## src/rtl/trap_sequencer_if.sv

```systemverilog
// CSR write port of the trap sequencer.
// The master (sequencer) holds csr_wr_valid with stable addr/data until the
// slave (CSR file) returns csr_wr_ready; the transfer happens on that clock edge.
//   csr_wr_valid  master -> slave  write request
//   csr_wr_addr   master -> slave  12-bit CSR address
//   csr_wr_data   master -> slave  XLEN-bit write data
//   csr_wr_ready  slave -> master  write accepted this cycle
interface trap_sequencer_if #(
  parameter int unsigned XLEN = 32
) ();

  logic            csr_wr_valid;
  logic [11:0]     csr_wr_addr;
  logic [XLEN-1:0] csr_wr_data;
  logic            csr_wr_ready;

  modport master (
    output csr_wr_valid,
    output csr_wr_addr,
    output csr_wr_data,
    input  csr_wr_ready
  );

  modport slave (
    input  csr_wr_valid,
    input  csr_wr_addr,
    input  csr_wr_data,
    output csr_wr_ready
  );

endinterface

```

## src/rtl/trap_sequencer.sv

```systemverilog
// Trap entry / trap return sequencer.
// Arbitrates exception > interrupt > mret > sret while idle. A trap flushes the
// pipeline, writes EPC, CAUSE, TVAL and STATUS through one CSR write port,
// redirects fetch to the trap vector and switches privilege. A return flushes,
// rewrites STATUS, redirects to MEPC/SEPC and drops privilege.
// Ports:
//   clk, rst_n                 clock, asynchronous active-low reset
//   exc_*_i                    exception request + payload (cause/tval/pc/target priv/vector)
//   irq_*_i                    interrupt request + payload (cause/pc/target priv/vector)
//   mret_i, sret_i             return instruction committed
//   mepc_in_i, sepc_in_i       current MEPC / SEPC
//   status_in_i                current mstatus
//   csr_wr                     CSR write port (master side)
//   flush_o                    pipeline flush, single cycle
//   busy_o                     sequencer not idle
//   pc_redirect_valid_o/_target_o  fetch redirect
//   trap_taken_o               pulse in the redirect cycle of a trap
//   priv_mode_o                current privilege (00 U, 01 S, 11 M)
module trap_sequencer #(
  parameter int unsigned XLEN = 32
) (
  input  logic                clk,
  input  logic                rst_n,

  input  logic                exc_valid_i,
  input  logic [XLEN-1:0]     exc_cause_i,
  input  logic [XLEN-1:0]     exc_tval_i,
  input  logic [XLEN-1:0]     exc_pc_i,
  input  logic [1:0]          exc_target_priv_i,
  input  logic [XLEN-1:0]     exc_vector_i,

  input  logic                irq_valid_i,
  input  logic [XLEN-1:0]     irq_cause_i,
  input  logic [XLEN-1:0]     irq_pc_i,
  input  logic [1:0]          irq_target_priv_i,
  input  logic [XLEN-1:0]     irq_vector_i,

  input  logic                mret_i,
  input  logic                sret_i,

  input  logic [XLEN-1:0]     mepc_in_i,
  input  logic [XLEN-1:0]     sepc_in_i,
  input  logic [XLEN-1:0]     status_in_i,

  trap_sequencer_if.master    csr_wr,

  output logic                flush_o,
  output logic                busy_o,
  output logic                pc_redirect_valid_o,
  output logic [XLEN-1:0]     pc_redirect_target_o,
  output logic                trap_taken_o,
  output logic [1:0]          priv_mode_o
);

  localparam logic [1:0] PrivU = 2'b00;
  localparam logic [1:0] PrivM = 2'b11;

  localparam logic [11:0] AddrMepc    = 12'h341;
  localparam logic [11:0] AddrMcause  = 12'h342;
  localparam logic [11:0] AddrMtval   = 12'h343;
  localparam logic [11:0] AddrSepc    = 12'h141;
  localparam logic [11:0] AddrScause  = 12'h142;
  localparam logic [11:0] AddrStval   = 12'h143;
  localparam logic [11:0] AddrMstatus = 12'h300;

  // mstatus field positions
  localparam int unsigned BitSie  = 1;
  localparam int unsigned BitMie  = 3;
  localparam int unsigned BitSpie = 5;
  localparam int unsigned BitMpie = 7;
  localparam int unsigned BitSpp  = 8;
  localparam int unsigned BitMppL = 11;
  localparam int unsigned BitMppH = 12;

  typedef enum logic [2:0] {
    StIdle,
    StFlush,
    StWrEpc,
    StWrCause,
    StWrTval,
    StWrStatus,
    StRedirect,
    StRetStatus
  } state_e;

  state_e          state_q, state_d;
  logic            is_ret_q, is_ret_d;     // sequence is an mret/sret
  logic            is_mret_q, is_mret_d;   // return flavour when is_ret_q
  logic [XLEN-1:0] pc_q, pc_d;
  logic [XLEN-1:0] cause_q, cause_d;
  logic [XLEN-1:0] tval_q, tval_d;
  logic [XLEN-1:0] vec_q, vec_d;
  logic [1:0]      tgt_priv_q, tgt_priv_d;
  logic [1:0]      old_priv_q, old_priv_d;
  logic [1:0]      new_priv_q, new_priv_d; // applied on the edge leaving StRedirect
  logic [1:0]      priv_q, priv_d;

  logic            tgt_is_m;
  logic [XLEN-1:0] status_trap;
  logic [XLEN-1:0] status_ret;
  logic [1:0]      ret_priv;
  logic            wr_valid;
  logic [11:0]     wr_addr;
  logic [XLEN-1:0] wr_data;

  assign tgt_is_m = (tgt_priv_q == PrivM);

  // STATUS images for trap entry and return, built from the live mstatus value.
  always_comb begin
    status_trap = status_in_i;
    status_ret  = status_in_i;
    ret_priv    = PrivU;

    if (tgt_is_m) begin
      status_trap[BitMppH:BitMppL] = old_priv_q;
      status_trap[BitMpie]         = status_in_i[BitMie];
      status_trap[BitMie]          = 1'b0;
    end else begin
      status_trap[BitSpp]  = old_priv_q[0];
      status_trap[BitSpie] = status_in_i[BitSie];
      status_trap[BitSie]  = 1'b0;
    end

    if (is_mret_q) begin
      status_ret[BitMie]          = status_in_i[BitMpie];
      status_ret[BitMpie]         = 1'b1;
      status_ret[BitMppH:BitMppL] = 2'b00;
      ret_priv                    = status_in_i[BitMppH:BitMppL];
    end else begin
      status_ret[BitSie]  = status_in_i[BitSpie];
      status_ret[BitSpie] = 1'b1;
      status_ret[BitSpp]  = 1'b0;
      ret_priv            = {1'b0, status_in_i[BitSpp]};
    end
  end

  // Next-state and request capture.
  always_comb begin
    state_d    = state_q;
    is_ret_d   = is_ret_q;
    is_mret_d  = is_mret_q;
    pc_d       = pc_q;
    cause_d    = cause_q;
    tval_d     = tval_q;
    vec_d      = vec_q;
    tgt_priv_d = tgt_priv_q;
    old_priv_d = old_priv_q;
    new_priv_d = new_priv_q;
    priv_d     = priv_q;

    unique case (state_q)
      StIdle: begin
        if (exc_valid_i) begin
          // An interrupt raised in the same cycle stays pending upstream.
          is_ret_d   = 1'b0;
          is_mret_d  = 1'b0;
          pc_d       = exc_pc_i;
          cause_d    = exc_cause_i;
          tval_d     = exc_tval_i;
          vec_d      = exc_vector_i;
          tgt_priv_d = exc_target_priv_i;
          new_priv_d = exc_target_priv_i;
          old_priv_d = priv_q;
          state_d    = StFlush;
        end else if (irq_valid_i) begin
          is_ret_d   = 1'b0;
          is_mret_d  = 1'b0;
          pc_d       = irq_pc_i;
          cause_d    = irq_cause_i;
          tval_d     = '0;
          vec_d      = irq_vector_i;
          tgt_priv_d = irq_target_priv_i;
          new_priv_d = irq_target_priv_i;
          old_priv_d = priv_q;
          state_d    = StFlush;
        end else if (mret_i) begin
          // Illegal mret stays idle; upstream raises the exception.
          if (priv_q == PrivM) begin
            is_ret_d  = 1'b1;
            is_mret_d = 1'b1;
            state_d   = StFlush;
          end
        end else if (sret_i) begin
          if (priv_q != PrivU) begin
            is_ret_d  = 1'b1;
            is_mret_d = 1'b0;
            state_d   = StFlush;
          end
        end
      end
      StFlush:     state_d = is_ret_q ? StRetStatus : StWrEpc;
      StWrEpc:     if (csr_wr.csr_wr_ready) state_d = StWrCause;
      StWrCause:   if (csr_wr.csr_wr_ready) state_d = StWrTval;
      StWrTval:    if (csr_wr.csr_wr_ready) state_d = StWrStatus;
      StWrStatus:  if (csr_wr.csr_wr_ready) state_d = StRedirect;
      StRetStatus: begin
        if (csr_wr.csr_wr_ready) begin
          // Privilege comes from the STATUS value actually written.
          new_priv_d = ret_priv;
          state_d    = StRedirect;
        end
      end
      StRedirect: begin
        priv_d  = new_priv_q;
        state_d = StIdle;
      end
      default: state_d = StIdle;
    endcase
  end

  // Outputs decoded from the current state.
  always_comb begin
    wr_valid             = 1'b0;
    wr_addr              = '0;
    wr_data              = '0;
    flush_o              = 1'b0;
    pc_redirect_valid_o  = 1'b0;
    pc_redirect_target_o = '0;
    trap_taken_o         = 1'b0;

    unique case (state_q)
      StFlush: flush_o = 1'b1;
      StWrEpc: begin
        wr_valid = 1'b1;
        wr_addr  = tgt_is_m ? AddrMepc : AddrSepc;
        wr_data  = pc_q;
      end
      StWrCause: begin
        wr_valid = 1'b1;
        wr_addr  = tgt_is_m ? AddrMcause : AddrScause;
        wr_data  = cause_q;
      end
      StWrTval: begin
        wr_valid = 1'b1;
        wr_addr  = tgt_is_m ? AddrMtval : AddrStval;
        wr_data  = tval_q;
      end
      StWrStatus: begin
        wr_valid = 1'b1;
        wr_addr  = AddrMstatus;
        wr_data  = status_trap;
      end
      StRetStatus: begin
        wr_valid = 1'b1;
        wr_addr  = AddrMstatus;
        wr_data  = status_ret;
      end
      StRedirect: begin
        pc_redirect_valid_o = 1'b1;
        trap_taken_o        = ~is_ret_q;
        if (!is_ret_q) begin
          pc_redirect_target_o = vec_q;
        end else if (is_mret_q) begin
          pc_redirect_target_o = mepc_in_i;
        end else begin
          pc_redirect_target_o = sepc_in_i;
        end
      end
      default: ;
    endcase
  end

  assign csr_wr.csr_wr_valid = wr_valid;
  assign csr_wr.csr_wr_addr  = wr_addr;
  assign csr_wr.csr_wr_data  = wr_data;

  assign busy_o      = (state_q != StIdle);
  assign priv_mode_o = priv_q;

  always_ff @(posedge clk or negedge rst_n) begin
    if (!rst_n) begin
      state_q    <= StIdle;
      is_ret_q   <= 1'b0;
      is_mret_q  <= 1'b0;
      pc_q       <= '0;
      cause_q    <= '0;
      tval_q     <= '0;
      vec_q      <= '0;
      tgt_priv_q <= PrivM;
      old_priv_q <= PrivM;
      new_priv_q <= PrivM;
      priv_q     <= PrivM;
    end else begin
      state_q    <= state_d;
      is_ret_q   <= is_ret_d;
      is_mret_q  <= is_mret_d;
      pc_q       <= pc_d;
      cause_q    <= cause_d;
      tval_q     <= tval_d;
      vec_q      <= vec_d;
      tgt_priv_q <= tgt_priv_d;
      old_priv_q <= old_priv_d;
      new_priv_q <= new_priv_d;
      priv_q     <= priv_d;
    end
  end

endmodule

```

## src/flat_wrapper.sv

```systemverilog
// flat-port wrapper written by rule: the top's interface ports become plain ports
module trap_sequencer_flat 
#(
  parameter int unsigned XLEN = 32
)
  (clk, rst_n, exc_valid_i, exc_cause_i, exc_tval_i, exc_pc_i, exc_target_priv_i, exc_vector_i, irq_valid_i, irq_cause_i, irq_pc_i, irq_target_priv_i, irq_vector_i, mret_i, sret_i, mepc_in_i, sepc_in_i, status_in_i, flush_o, busy_o, pc_redirect_valid_o, pc_redirect_target_o, trap_taken_o, priv_mode_o, csr_wr_csr_wr_valid, csr_wr_csr_wr_addr, csr_wr_csr_wr_data, csr_wr_csr_wr_ready);
  trap_sequencer_if #(.XLEN(XLEN)) csr_wr_i ();
  input  logic clk;
  input  logic rst_n;
  input  logic exc_valid_i;
  input  logic [XLEN-1:0] exc_cause_i;
  input  logic [XLEN-1:0] exc_tval_i;
  input  logic [XLEN-1:0] exc_pc_i;
  input  logic [1:0] exc_target_priv_i;
  input  logic [XLEN-1:0] exc_vector_i;
  input  logic irq_valid_i;
  input  logic [XLEN-1:0] irq_cause_i;
  input  logic [XLEN-1:0] irq_pc_i;
  input  logic [1:0] irq_target_priv_i;
  input  logic [XLEN-1:0] irq_vector_i;
  input  logic mret_i;
  input  logic sret_i;
  input  logic [XLEN-1:0] mepc_in_i;
  input  logic [XLEN-1:0] sepc_in_i;
  input  logic [XLEN-1:0] status_in_i;
  output logic flush_o;
  output logic busy_o;
  output logic pc_redirect_valid_o;
  output logic [XLEN-1:0] pc_redirect_target_o;
  output logic trap_taken_o;
  output logic [1:0] priv_mode_o;
  output wire logic [$bits(csr_wr_i.csr_wr_valid)-1:0] csr_wr_csr_wr_valid;
  output wire logic [$bits(csr_wr_i.csr_wr_addr)-1:0] csr_wr_csr_wr_addr;
  output wire logic [$bits(csr_wr_i.csr_wr_data)-1:0] csr_wr_csr_wr_data;
  input wire logic [$bits(csr_wr_i.csr_wr_ready)-1:0] csr_wr_csr_wr_ready;
  assign csr_wr_csr_wr_valid = csr_wr_i.csr_wr_valid;
  assign csr_wr_csr_wr_addr = csr_wr_i.csr_wr_addr;
  assign csr_wr_csr_wr_data = csr_wr_i.csr_wr_data;
  assign csr_wr_i.csr_wr_ready = csr_wr_csr_wr_ready;
  trap_sequencer #(.XLEN(XLEN)) u_core (.clk(clk), .rst_n(rst_n), .exc_valid_i(exc_valid_i), .exc_cause_i(exc_cause_i), .exc_tval_i(exc_tval_i), .exc_pc_i(exc_pc_i), .exc_target_priv_i(exc_target_priv_i), .exc_vector_i(exc_vector_i), .irq_valid_i(irq_valid_i), .irq_cause_i(irq_cause_i), .irq_pc_i(irq_pc_i), .irq_target_priv_i(irq_target_priv_i), .irq_vector_i(irq_vector_i), .mret_i(mret_i), .sret_i(sret_i), .mepc_in_i(mepc_in_i), .sepc_in_i(sepc_in_i), .status_in_i(status_in_i), .csr_wr(csr_wr_i), .flush_o(flush_o), .busy_o(busy_o), .pc_redirect_valid_o(pc_redirect_valid_o), .pc_redirect_target_o(pc_redirect_target_o), .trap_taken_o(trap_taken_o), .priv_mode_o(priv_mode_o));
endmodule
```

## config.mk

```make
export PLATFORM = sky130hd
export DESIGN_NAME = trap_sequencer_flat
export DESIGN_NICKNAME = d
export VERILOG_FILES = /design/src/rtl/trap_sequencer_if.sv /design/src/rtl/trap_sequencer.sv /design/src/flat_wrapper.sv
export SDC_FILE = /design/constraint.sdc
export NUM_CORES = 1
export LEC_CHECK = 0
export CAP_MARGIN = 20
export CORE_AREA = 2 2 163 165
export CTS_CLUSTER_SIZE = 30
export DETAILED_ROUTE_END_ITERATION = 8
export DIE_AREA = 0 0 165 167
export GPL_TIMING_DRIVEN = 0
export PLACE_DENSITY = 0.66
export SLEW_MARGIN = 15
export SYNTH_ARGS = -nofsm -noshare
export SYNTH_HDL_FRONTEND = slang
export SYNTH_SLANG_ARGS = --single-unit
```

## constraint.sdc

```tcl
create_clock -name clk -period 2 [get_ports clk]
set_input_delay 0.4 -clock clk [delete_from_list [all_inputs] [get_ports clk]]
set_output_delay 0.4 -clock clk [all_outputs]
set_load 0.01 [all_outputs]
```

=== Yosys cells after proc, flatten, opt, wreduce, memory -nomap -nowiden ===
Cells that the tools add are included.

* $add $sub $neg: 0
* Multipliers: 0
* Divide/modulo/power cells: 0
* $lt $le $gt $ge: 0
* Equal/unequal tests: 19
* Shifts and indexed selects: 0
* Mux-type cells: 62
* Bitwise operators: 1
* Reduce and logical (&&, ||, !) cells: 13

{| class="wikitable"
|+ Operator list
! kind !! count
|-
| $mux 32 || 11
|-
| $pmux 32 s5 || 1
|-
| $pmux 12 s4 || 1
|-
| $mux 3 || 11
|-
| $mux 10 || 3
|-
| $mux 1 || 25
|-
| $pmux 3 s7 || 1
|-
| $mux 2 || 8
|-
| $eq 3x3->1 const B || 4
|-
| $ne 5x4->1 const B || 2
|-
| $ne 2x2->1 const B || 4
|-
| $reduce_bool 4->1 || 2
|-
| $reduce_and 7->1 || 1
|-
| $eq 3x2->1 const B || 2
|-
| $reduce_bool 2->1 || 3
|-
| $ne 5x5->1 const B || 1
|-
| $reduce_or 5->1 || 1
|-
| $eq 2x2->1 const B || 2
|-
| $ne 4x3->1 const B || 1
|-
| $pmux 2 s2 || 1
|-
| $reduce_and 4->1 || 1
|-
| $eq 3x1->1 const B || 1
|-
| $logic_not 3->1 || 1
|-
| $ne 3x3->1 const B || 1
|-
| other kinds (6) || 6
|}

* Register bits: 141
* Bits in latches: 0
* Bits in writable memories: 0
* Memory bits (read-only): 0
* Input port bits: 331
* Output and inout port bits: 83
* Memories kept: 0

=== Logic depth before layout (Yosys ltp) ===
* Depth after elaboration: 7
* Depth in mapped cells: 7
* Gate-level depth less buffers: 5

=== Worst setup path after synthesis ===
OpenSTA, ideal clock, no wires.

* Kind: register to output
* Start point: reg u_core.state_q[1]
* End point: out pc_redirect_target_o[22]
* Arrival time: 1330 ps
* Data required time: 1600 ps
* Setup slack: 270 ps
* Stages on the path, launching flop included: 6
* Buffers on the path: 3
* Cell sequence: dfrtp_1 > buf_2 > buf_2 > nand2_2 > buf_2 > a211oi_1

* Word-level cells in the longest chain between the ends: 2

{| class="wikitable"
|+ RTL lines
! element !! line !! text
|-
| start, declared || trap_sequencer.sv:86 || <nowiki>state_e state_q, state_d;</nowiki>
|-
| start signal, assigned || trap_sequencer.sv:272 || <nowiki>state_q <= StIdle;</nowiki>
|-
| start signal, assigned || trap_sequencer.sv:284 || <nowiki>state_q <= state_d;</nowiki>
|-
| $eq 3x3->1 || trap_sequencer.sv:221 || <nowiki>unique case (state_q)</nowiki>
|-
| $mux 32 || trap_sequencer.sv:221 ||
|-
| end, declared || flat_wrapper.sv:29 || <nowiki>output logic [XLEN-1:0] pc_redirect_target_o;</nowiki>
|}

Every way passes these cells.

=== Worst setup path after layout ===
* Start point: reg u_core.state_q[1]
* End point: out csr_wr_csr_wr_data[7]

* Word-level cells in the longest chain between the ends: 2

{| class="wikitable"
|+ RTL lines
! element !! line !! text
|-
| $eq 3x3->1 / $eq 3x2->1 (equally long branches) || trap_sequencer.sv:221 ||
|-
| $pmux 32 s5 * || trap_sequencer.sv:221 ||
|-
| end, declared || flat_wrapper.sv:34 || <nowiki>output wire logic [$bits(csr_wr_i.csr_wr_data)-1:0] csr_wr_csr_wr_data;</nowiki>
|}

Mark *: on every way between the ends. The rest lies on a longest branch, timed or not.

==> run metrics <==
clk_lat worst skew 430 ps; Post-Layout Cell Count 1704; GRT Util Overall 25.7%; vias in the first global route 8880; Cell Count Post-Placement 1608; CTS clk-pin slew, worst paths 70 ps; chip width 165 µm; RSZ-0062 raised after global routing true; Final WS setup -416 ps; Initial Utilization 31.8%; Final Max Slew Viols 0; Req. time, crit path 1600 ps; DRC 0; Antenna Nets Post-Route 0; Crit Path Class reg2out; largest net degree at the start of global routing 91; DRT iter0 DRCs 419; Syn. warnings 0; first-pass GRT wire length 52600 µm; Yosys cell types 42; largest area contributor in the netlist dfrtp_1; Fin. Hold Viols 0; cell count after synthesis 860; share of post-route cells with drive strength above 1 25.1%; synth-to-layout area growth 77.0%; crit path capture type output port; initial antenna violation count 0; post-synth top area share 40.7%; Max Buffers Root-to-Sink 2; Nets 1687; H-tree levels 4; total gr overflow 0; Fin Setup TNS -17930 ps; DRT Wirelength 36600 µm; Final HPWL DP 27200 µm; Clock Sinks 141; PwrDens 1330 mW/mm²; die height 167 µm; final period utilization 121%; Clock Tree Root clkbuf_16; # rows 59; most common cell after layout, fill and taps aside clkdlybuf4s50_1; drt first pass iters 5; post-synthesis sequential area ratio 43.2%; Layout fillers 2380; IO buf count 406; Startpoint Class register; Max-cap violations 0; die area 0.0276 mm²; GP Congestion 0.909; crit path DAT 2020 ps; Mapped Area 0.00818 mm²; fin crit period 2420 ps; Final Skew 10.7 ps; Vias per Instance 5.09; Fmax achieved 414 MHz; CTS tree done; Slew headroom 66.3%; TritonCTS buffer count 17; via count 8679; wire per inst 21.5 µm; Synth area leaders dfrtp_1, mux2i_1, o21ai_0; syn_area_per_cell 9.52 µm²; status finished, violations left; VDD IR max 0.566 mV; Final setup viols 71; failing checks negative setup slack; commonest non-fill, non-tap cells in the layout clkdlybuf4s50_1, mux2i_1, nand2_1; antenna cells 0; num ports 414; Worst Hold Class in2async; critical-path maximum fanout 6; core area 0.0258 mm²; P_leak 6.46 nW; Synth Register Bits 141; flop2flop setup slack 60 ps; Slew @ Worst Pin 506 ps
-- synthesized netlist by cell type, drive strengths merged --
cell and instances:
nor2b 4, and2 2, conb 1, o2bb2ai 1
a31oi 1, o21ai 133, nand2 143, a21oi 9
clkbuf 22, mux2i 159, a311oi 1, a211o 1
nand3b 2, nor3 4, a22oi 3, and3b 1
nand2b 2, o21a 3, nor3b 2, nand3 7
dfrtp 133, a221o 2, a211oi 35, o22ai 2
nor2 44, dfstp 8, mux2 5, and3 2
a32oi 1, inv 5, o211ai 1, or3 1
buf 60, a22o 59, or4 1
-- cells by family (layout without fill, tap and decap cells) --
group                  Yosys count  in the layout  synth area share, %
muxes                          164            164                 20.1
DFF                            141            141                 43.2
other                            1              7               0.0458
AOI/OAI and AO/OA              252            252                 19.8
buffers and inverters           87            589                 6.02
and+or+nand+nor                215            216                 10.8
-- final cells by class --
cell class	count	area [µm²]	area share [%]
buffer	80	791	5.46
timing repair buffer	472	4480	30.9
multi-input combinational	639	4670	32.3
tap	335	419	2.89
clock buffer	20	457	3.15
inverter	5	22.5	0.155
sequential	141	3540	24.4
clock inverter	12	104	0.717
-- state kept, by name, summed over array words and instances (netlist names), 3 cells and up --
signal and cells:
u_core.state_q 3, u_core.pc_q 32, u_core.tval_q 32, u_core.cause_q 32
u_core.vec_q 32
-- metal layers --
layer / global-route usage, % / share of wire (%) / wire length [µm] / up-vias
li1: - / - / - / 4076
met1: 30.6 / 39 / 14200 / 4119
met4: 8.32 / 2.6 / 944 / 0
met2: 45.1 / 50 / 18400 / 421
met3: 6.13 / 8.4 / 3060 / 63
met5: 0 / 0 / 0 / -
-- worst max-delay path, stage by stage, from the launching register on --
cell and delay (ps):
dfrtp_1 420, buf_6 160, buf_2 160, nor2b_4 150, a22o_1 240, a22oi_1 180
o21ai_1 120, buf_2 150
-- where the power goes --
part,internal (mW),switching (mW)
logic,5.45,5.72
clock network,1.68,1.36
registers,4.23,0.855
total,11.4,7.93
-- through the flow --
| step | hold WS, ps | power (mW) | cell area, µm² | setup slack, ps | util (%) |
|---|---|---|---|---|---|
| 2_1_floorplan | 104 | 9.59 | 8210 | 270 | - |
| 3_3_place_gp | 460 | 13.5 | 12700 | -5230 | 49.3 |
| 3_5_place_dp | 337 | 13.7 | 12700 | -794 | 49.4 |
| 4_1_cts | 468 | 18.7 | 14200 | -401 | 55.2 |
| 5_1_grt | 482 | 20.5 | 14500 | -463 | 56.2 |
| 6_report | 456 | 19.3 | 14500 | -416 | 56.2 |
-- timing repair --
| action | 4_1_cts | 5_1_grt |
|---|---|---|
| gates cloned | 6 | 1 |
| setup buffers | 46 | 22 |
| endpoints found under the hold margin | 51 | 0 |
| pin swaps | 44 | 17 |
| resized for setup | 561 | 59 |
| setup endpoints to repair | 75 | 176 |
| hold buffers | 1 | 0 |
-- final timing paths --
path                                           start                     to  cells past startpoint
max in group asynchronous                      rst_n        u_core.is_ret_q                      3
worst max register to register     u_core.state_q[2]      u_core.state_q[0]                      9
worst max-delay path               u_core.state_q[1]  csr_wr_csr_wr_data[7]                      7
min in group clk                u_core.old_priv_q[1]   u_core.old_priv_q[1]                      2
worst min register to register  u_core.old_priv_q[1]   u_core.old_priv_q[1]                      2
worst min-delay path                           rst_n      u_core.tval_q[22]                      2
(Power assumes the default switching activity.)
==> RTL change (config.mk and constraints unchanged) <==
Take the reset off `pc_q` and `tval_q` and load them in a clocked block of their own.
--- a/src/rtl/trap_sequencer.sv
+++ b/src/rtl/trap_sequencer.sv
@@ -272,9 +272,7 @@
       state_q    <= StIdle;
       is_ret_q   <= 1'b0;
       is_mret_q  <= 1'b0;
-      pc_q       <= '0;
       cause_q    <= '0;
-      tval_q     <= '0;
       vec_q      <= '0;
       tgt_priv_q <= PrivM;
       old_priv_q <= PrivM;
@@ -284,9 +282,7 @@
       state_q    <= state_d;
       is_ret_q   <= is_ret_d;
       is_mret_q  <= is_mret_d;
-      pc_q       <= pc_d;
       cause_q    <= cause_d;
-      tval_q     <= tval_d;
       vec_q      <= vec_d;
       tgt_priv_q <= tgt_priv_d;
       old_priv_q <= old_priv_d;
@@ -295,5 +291,10 @@
     end
   end
 
+  always_ff @(posedge clk) begin
+    pc_q   <= pc_d;
+    tval_q <= tval_d;
+  end
+
 endmodule
 
Function: no difference found for any inputs over 4 cycles, from zero or initial values and one cycle with rst_n low; that may be too few to reach the edited logic, so the function may still have changed.
==> RTL change against the unedited design <==
  * Largest cell class unchanged
  * Final area fell by 3.0%
  * The flow still finishes with violations (negative setup slack)
  * Core utilization fell by 1.7 points
  * Worst setup slack improved by 23 ps
  * Synthesized area fell by 2.3%
  * Sequential share of layout area rose by 3.0 points
  * Total power fell by 7.9%
  * First-iteration DRC count rose by 15%
  * Sequential cell count did not move
  * Wire length fell by 8.4%
  * Critical path type unchanged
  * Combinational power fell by 13%
  * Register-to-register slack got worse by 20 ps
  * Global-route usage fell by 2.1 points
  * Highest routed layer unchanged
==> RTL change: results (changes against the unedited design) <==
[status]
violations = negative setup slack
status = finished with violations

[global_route]
grt_start_max_net_pins = 72  ; -21%
first_global_vias = 8231  ; -7.3%
grt_pass1_wl_mm = 48.2  ; -8.2%
grtUsageTotal_pct = 23.5  ; -2.1 points

[cells_and_area]
clk_share_pct = 4.06  ; +0.19 points
multi_input_cells = 541  ; -15%
inverters = 8  ; +3
utilization_pct = 54.5  ; -1.7 points
seq-cell-share_pct = 27.5  ; +3.0 points
final_layout_size_suffix_gt1_share_pct = 27.5  ; +2.5 points

[place]
dpl_cell_area_um2 = 12500  ; -1.6%
portBuffers = 405  ; -0.25%
dp.cells = 1502  ; -6.6%
place.gp.congestion = 0.862  ; -5.1%
place_ws_ps = -732  ; +62.2 ps
dpl.hpwl_mm = 24.5  ; -10%

[yosys]
synth_commonest_cells = mux2i_1, nand2_1, dfrtp_1
synth_edf_count = 64  ; +64
ys_types = 43  ; +2.4%
syn_area_per_cell_um2 = 10.6  ; +11%
synthArstFlopShare_pct = 54.6  ; -45 points
yosys-top-cells-area = edfxtp_1, dfrtp_1, mux2i_1
yosysSeqAreaShare_pct = 48.3  ; +5.0 points

[setup_path]
arrival_ps = 1990  ; -30 ps
r2r-end = u_core.pc_q[28]
cp_slowest_stage_delay_ps = 450  ; +30 ps
reg2reg_slack_ps = 40  ; -20 ps

[timing]
setup_violations = 72  ; +1.4%
tightest_slew_ps = 559  ; +52.8 ps
worst_slack_ps = -394  ; +22.5 ps
hold-worst-slack_ps = 436  ; -19.3 ps
finalClockSkew_ps = 9.34  ; -1.36 ps
final.setup.tns_ps = -20270  ; -2340 ps

[route]
first_iter_violations = 482  ; +15%
totalWireLength_mm = 33.5  ; -8.4%

[power_and_ir_drop]
leakagePower_nw = 5.75  ; -11%
vdd_drop_max_v = 0.000620  ; +9.4%

[cts]
post-cts-setup-buffers = 32  ; -30%

==> RTL change: cell count changes after synthesis, moves of 39 or more <==
cell and delta:
a22o_1 -59, nand2_1 -56, o21ai_1 +39, edfxtp_1 +64, dfrtp_1 -64, o21ai_0 -95
==> RTL change: cell families (layout without fill, tap and decap cells) <==
group / Yosys count / in the layout / synth area share (%)
AOI/OAI and AO/OA: 190 / 190 / 15.2
and+or+nand+nor: 178 / 178 / 9.95
muxes: 166 / 166 / 21.4
DFF: 141 / 141 / 48.3
buffers and inverters: 79 / 561 / 5.16
other: 1 / 7 / 0.0469
==> RTL change: power by group <==
group          internal, mW  switching (mW)  leakage (nW)
Combinational          4.65            5.15          3.94
Clock                  1.77            1.38         0.272
Sequential             4.24           0.599          1.54
==> RTL change: routing by layer <==
metal	GRT usage (%)	vias up	part of all wire, %
met3	6.10	33	7.6
met2	42.2	348	51
met5	0	-	0
met4	6.20	0	1.6
li1	-	3716	-
met1	27.7	3803	39
